## src/rtl/vga_param_controller.sv

```systemverilog
// VGA timing generator with registered colour/sync output stage.
// Counters drive the pixel request; colour and syncs follow one cycle later.
module vga_param_controller #(
  parameter int H_ACTIVE = 640,
  parameter int H_FP     = 16,
  parameter int H_SYNC   = 96,
  parameter int H_BP     = 48,
  parameter int V_ACTIVE = 480,
  parameter int V_FP     = 10,
  parameter int V_SYNC   = 2,
  parameter int V_BP     = 33,
  parameter bit HS_POL   = 1'b0,
  parameter bit VS_POL   = 1'b0,
  parameter int COLOR_W  = 4,
  parameter int CNT_W    = 10
) (
  input  logic                 i_CLK,
  input  logic                 i_RESET,
  input  logic [3*COLOR_W-1:0] i_RGB,
  input  logic                 i_PATTERN,
  output logic                 o_REQ,
  output logic [CNT_W-1:0]     o_X,
  output logic [CNT_W-1:0]     o_Y,
  output logic                 o_HSYNC,
  output logic                 o_VSYNC,
  output logic [COLOR_W-1:0]   o_RED,
  output logic [COLOR_W-1:0]   o_GREEN,
  output logic [COLOR_W-1:0]   o_BLUE,
  output logic                 o_DE,
  output logic                 o_FRAME_START,
  output logic [7:0]           o_FRAME_CNT
);

  localparam int H_TOTAL = H_ACTIVE + H_FP + H_SYNC + H_BP;
  localparam int V_TOTAL = V_ACTIVE + V_FP + V_SYNC + V_BP;
  localparam int BAR_W   = H_ACTIVE / 8;

  localparam logic [CNT_W-1:0] H_LAST = CNT_W'(H_TOTAL - 1);
  localparam logic [CNT_W-1:0] V_LAST = CNT_W'(V_TOTAL - 1);
  localparam logic [CNT_W-1:0] H_ACT  = CNT_W'(H_ACTIVE);
  localparam logic [CNT_W-1:0] V_ACT  = CNT_W'(V_ACTIVE);
  localparam logic [CNT_W-1:0] HS_BEG = CNT_W'(H_ACTIVE + H_FP);
  localparam logic [CNT_W-1:0] HS_END = CNT_W'(H_ACTIVE + H_FP + H_SYNC);
  localparam logic [CNT_W-1:0] VS_BEG = CNT_W'(V_ACTIVE + V_FP);
  localparam logic [CNT_W-1:0] VS_END = CNT_W'(V_ACTIVE + V_FP + V_SYNC);

  logic [CNT_W-1:0]   h_cnt;
  logic [CNT_W-1:0]   v_cnt;
  logic               h_wrap;
  logic               v_wrap;
  logic               frame_wrap;
  logic               pat;
  logic               in_hs;
  logic               in_vs;
  logic               at_origin;
  logic [2:0]         bar;
  logic [COLOR_W-1:0] red_n;
  logic [COLOR_W-1:0] green_n;
  logic [COLOR_W-1:0] blue_n;

  assign h_wrap     = (h_cnt == H_LAST);
  assign v_wrap     = (v_cnt == V_LAST);
  assign frame_wrap = h_wrap && v_wrap;
  assign at_origin  = (h_cnt == '0) && (v_cnt == '0);

  assign o_X   = h_cnt;
  assign o_Y   = v_cnt;
  assign o_REQ = (h_cnt < H_ACT) && (v_cnt < V_ACT);

  assign in_hs = (h_cnt >= HS_BEG) && (h_cnt < HS_END);
  assign in_vs = (v_cnt >= VS_BEG) && (v_cnt < VS_END);

  // Raster counters: h every cycle, v on each line wrap
  always_ff @(posedge i_CLK) begin
    if (!i_RESET) begin
      h_cnt <= '0;
      v_cnt <= '0;
    end else if (h_wrap) begin
      h_cnt <= '0;
      v_cnt <= v_wrap ? '0 : v_cnt + CNT_W'(1);
    end else begin
      h_cnt <= h_cnt + CNT_W'(1);
    end
  end

  // Frame counter and pattern select, updated only at frame boundary
  always_ff @(posedge i_CLK) begin
    if (!i_RESET) begin
      o_FRAME_CNT <= 8'd0;
      pat         <= 1'b0;
    end else if (frame_wrap) begin
      o_FRAME_CNT <= o_FRAME_CNT + 8'd1;
      pat         <= i_PATTERN;
    end
  end

  // Colour-bar index: count how many bar boundaries X has passed
  always_comb begin
    bar = 3'd0;
    for (int k = 1; k < 8; k++) begin
      if (h_cnt >= CNT_W'(k * BAR_W)) begin
        bar = bar + 3'd1;
      end
    end
  end

  // Next colour: black outside active area, else bars or pixel input
  always_comb begin
    red_n   = '0;
    green_n = '0;
    blue_n  = '0;
    if (o_REQ) begin
      if (pat) begin
        red_n   = {COLOR_W{bar[2]}};
        green_n = {COLOR_W{bar[1]}};
        blue_n  = {COLOR_W{bar[0]}};
      end else begin
        red_n   = i_RGB[3*COLOR_W-1 -: COLOR_W];
        green_n = i_RGB[2*COLOR_W-1 -: COLOR_W];
        blue_n  = i_RGB[COLOR_W-1:0];
      end
    end
  end

  // Single output register stage for colour, syncs, DE and frame pulse
  always_ff @(posedge i_CLK) begin
    if (!i_RESET) begin
      o_HSYNC       <= ~HS_POL;
      o_VSYNC       <= ~VS_POL;
      o_RED         <= '0;
      o_GREEN       <= '0;
      o_BLUE        <= '0;
      o_DE          <= 1'b0;
      o_FRAME_START <= 1'b0;
    end else begin
      o_HSYNC       <= in_hs ? HS_POL : ~HS_POL;
      o_VSYNC       <= in_vs ? VS_POL : ~VS_POL;
      o_RED         <= red_n;
      o_GREEN       <= green_n;
      o_BLUE        <= blue_n;
      o_DE          <= o_REQ;
      o_FRAME_START <= at_origin;
    end
  end

endmodule

```

## config.mk

```make
export PLATFORM = sky130hd
export DESIGN_NAME = vga_param_controller
export DESIGN_NICKNAME = d
export VERILOG_FILES = /design/src/rtl/vga_param_controller.sv
export SDC_FILE = /design/constraint.sdc
export NUM_CORES = 1
export LEC_CHECK = 0
export BUFFER_PORTS_ARGS = -buffer_cell sky130_fd_sc_hd__buf_4
export CAP_MARGIN = 10
export CORE_ASPECT_RATIO = 1.1
export CORE_MARGIN = 2
export CORE_UTILIZATION = 40
export DETAILED_ROUTE_END_ITERATION = 10
export GPL_TIMING_DRIVEN = 1
export PLACE_DENSITY = 0.74
export SYNTH_ARGS = -nofsm -noshare
export SYNTH_HDL_FRONTEND = slang
export SYNTH_SLANG_ARGS = --single-unit
```

## constraint.sdc

```tcl
create_clock -name i_CLK -period 3.6 [get_ports i_CLK]
set_input_delay 0.18 -clock i_CLK [delete_from_list [all_inputs] [get_ports i_CLK]]
set_output_delay 0.18 -clock i_CLK [all_outputs]
set_load 0.02 [all_outputs]
```

==> flow_summary.yaml <==
status:
  violations: "negative setup slack"
  status: "finished, violations left"
die:
  dieArea_um2: 6270
  die_y_um: 82.9
  rows: 28
  die_w_um: 75.7
  initial_core_util_pct: 41.7
  core_area_um2: 5430
  ios: 60
cts:
  clockRootBuffer: "clkbuf_8"
  cts-buffers-inserted: 5
  cts.sinks: 45
  htreeDepth: 2
  tritoncts: "yes"
  clk_latency_ns: 0.30
  cts_buffer_depth: 2
  hold_buffers: 0
  clk_pin_slew_ns: 0.08
synth:
  syn_area_um2: 2260
  synth_nets: 284
  synth_simple_gate_area_share_pct: 25.6
  ys_seq_area_share_pct: 39.8
  synth_mux_area_share_pct: 2.21
  synth_top_flop_cell: "dfxtp_1"
  synth.distinct_cells: 46
  synth_top_family_by_area: "simple AND/OR/NAND/NOR gates"
  ys_warn_count: 0
  postSynth.asyncResetShare_pct: 0
  synth_fa_ha_area_share_pct: 6.08
  synth_edf_count: 0
  synth_compound_area_share_pct: 12.4
  syn_inst: 258
  ys_ff_latch: 45
  synth_xor_area_share_pct: 10.1
  avgSynthCellArea_um2: 8.77
global_route:
  grt_pass1_vias: 1984
  grt_pass1_wl_um: 8650
  antenna_found_initial: 0
  grt.overflow.total: 0
  grt_max_degree: 20
  grt_util_all_layers_pct: 17.3
pwr:
  leakage_nw: 1.44
  total_power_mw: 0.890
  p_per_area_nw_per_um2: 280
  peakVddDrop_mv: 0.199
sta:
  finClkSkew_ns: 0.0167
  final_hold_viol_count: 0
  rsz0062_at_grt: "yes"
  setup_violations: 4
  slew_headroom_pct: 38.2
  period_share_pct: 103
  fmax_ghz: 0.270
  setup_ws_ns: -0.102
  worstMarginPinSlew_ns: 0.903
  period_needed_ns: 3.70
  slew_violations: 0
layout:
  layout.nets: 366
  drive_gt1_share_pct: 36.7
  fillCellCount: 495
  final_cell_mix: "buf_4 (85), dfxtp_1 (39), nand2_1 (19), nor2_1 (19), xnor2_1 (17)"
  instances_no_fill: 416
  layout_commonest_cell: "buf_4"
  antenna_cells: 0
  area_growth_pct: 40.5
place:
  io_buffers: 59
  dp.cells: 400
  dp_hpwl_um: 3890
  dp_slack_ns: -0.188
  place_congestion: 0.826
critical_path:
  cp-end-kind: "flip-flop"
  crit_required_ns: 3.84
  path_class: "flip-flop to flip-flop"
  crit_fanout: 4
  crit_arrival_ns: 3.94
  cp-start-kind: "flip-flop"
detailed_routing:
  drt_iter0_markers: 87
  drc: 0
  wl_per_cell_um: 12.8
  via_per_inst: 5.02
  wirelength_um: 5340
  vias: 2088
  antenna_left: 0
  dr.pass1.iters: 4
flow_run:
  cap_violations: 0
worst_hold_path:
  hold_path_class: "input pin to flip-flop"
==> synth_stat cells (all sizes together) (9+ instances only) <==
master,number,area [um^2]
nor2,22,85.1
xor2,9,78.8
ha,11,138
nand2,23,86.3
nand3,12,65.1
a21o,12,90.1
inv,11,41.3
xnor2,17,149
dfxtp,45,901
o21ai,9,45.0
and2,10,62.6
==> final timing paths <==
check | startpoint | to | slack, ns | depth (start not counted)
worst max-delay path | o_X[9] | o_RED[3] | -0.10 | 21
worst min-delay path | i_RGB[3] | o_BLUE[3] | 0.07 | 2
worst max register to register | o_X[9] | o_RED[3] | -0.10 | 21
worst min register to register | o_X[0] | o_X[0] | 0.49 | 1
==> per-stage QoR <==
| stage | hold slack [ns] | area [um^2] | TNS [ns] | utilization (%) |
|---|---|---|---|---|
| 2_1_floorplan | 0.290 | 2400 | -0.453 | - |
| 3_3_place_gp | 0.375 | 2980 | -0.0957 | 54.9 |
| 3_5_place_dp | 0.377 | 2980 | -0.729 | 54.9 |
| 4_1_cts | 0.0637 | 3140 | -0.265 | 57.9 |
| 5_1_grt | 0.0642 | 3180 | -1.14 | 58.5 |
| 6_report | 0.0711 | 3180 | -0.381 | 58.5 |
==> where the power goes <==
group,internal (mW),switching [mW],total [mW]
Combinational,0.0344,0.0339,0.0683
Sequential,0.507,0.00586,0.513
Clock,0.137,0.172,0.309
Total,0.679,0.212,0.890
==> metal layers <==
metal	track usage, %	wire length (um)	up-vias
li1	-	-	1061
met1	20.9	2360	955
met2	29.9	2600	62
met3	3.88	288	10
met4	4.94	90	0
met5	0	0	-
==> worst max-delay path, cell delays in order, from the launching register on <==
cell	delay (ns)
dfxtp_4	0.37
nor3_4	0.18
and2_4	0.19
ha_4	0.20
xor2_1	0.14
ha_1	0.31
nand2_2	0.09
nand2_2	0.07
ha_4	0.29
nor2_4	0.04
a31oi_2	0.14
ha_1	0.25
a32o_1	0.21
a211oi_2	0.18
inv_1	0.07
ha_2	0.17
nand2_2	0.06
o211ai_1	0.08
o31a_1	0.15
nand2b_4	0.15
mux2i_4	0.19
a21o_1	0.11
==> cell type report <==
type                    count  area (um^2)  share of cell area (%)
clock buffers               6         72.6                    2.28
clock inverters             2         13.8                   0.433
inverters                  11         43.8                    1.38
multi-input cells         192         1400                    44.1
flip-flops and latches     45          916                    28.8
well taps                  75         93.8                    2.95
repair buffers             85          638                    20.1
==> state kept, by name, indices dropped and copies added (netlist names) <==
signal         cells
o_FRAME_CNT        8
o_BLUE             4
o_Y               10
o_FRAME_START      1
o_RED              4
o_GREEN            4
o_DE               1
pat                1
o_X               10
o_VSYNC            1
o_HSYNC            1
==> logic make-up (layout without fill, tap and decap cells) <==
logic type	after synthesis	count (layout)
flops	45	45
buf+inv	21	104
mux	5	5
fa+ha+maj	11	11
simple gates	108	108
compound gates	42	42
xor+xnor	26	26
==> timing repair <==
action / 4_1_cts / 5_1_grt
gates cloned: 0 / 0
endpoints found under the setup margin: 8 / 8
pin swaps: 5 / 0
buffers inserted: 7 / 1
gates resized for setup: 5 / 5
(Power assumes the default switching activity.)
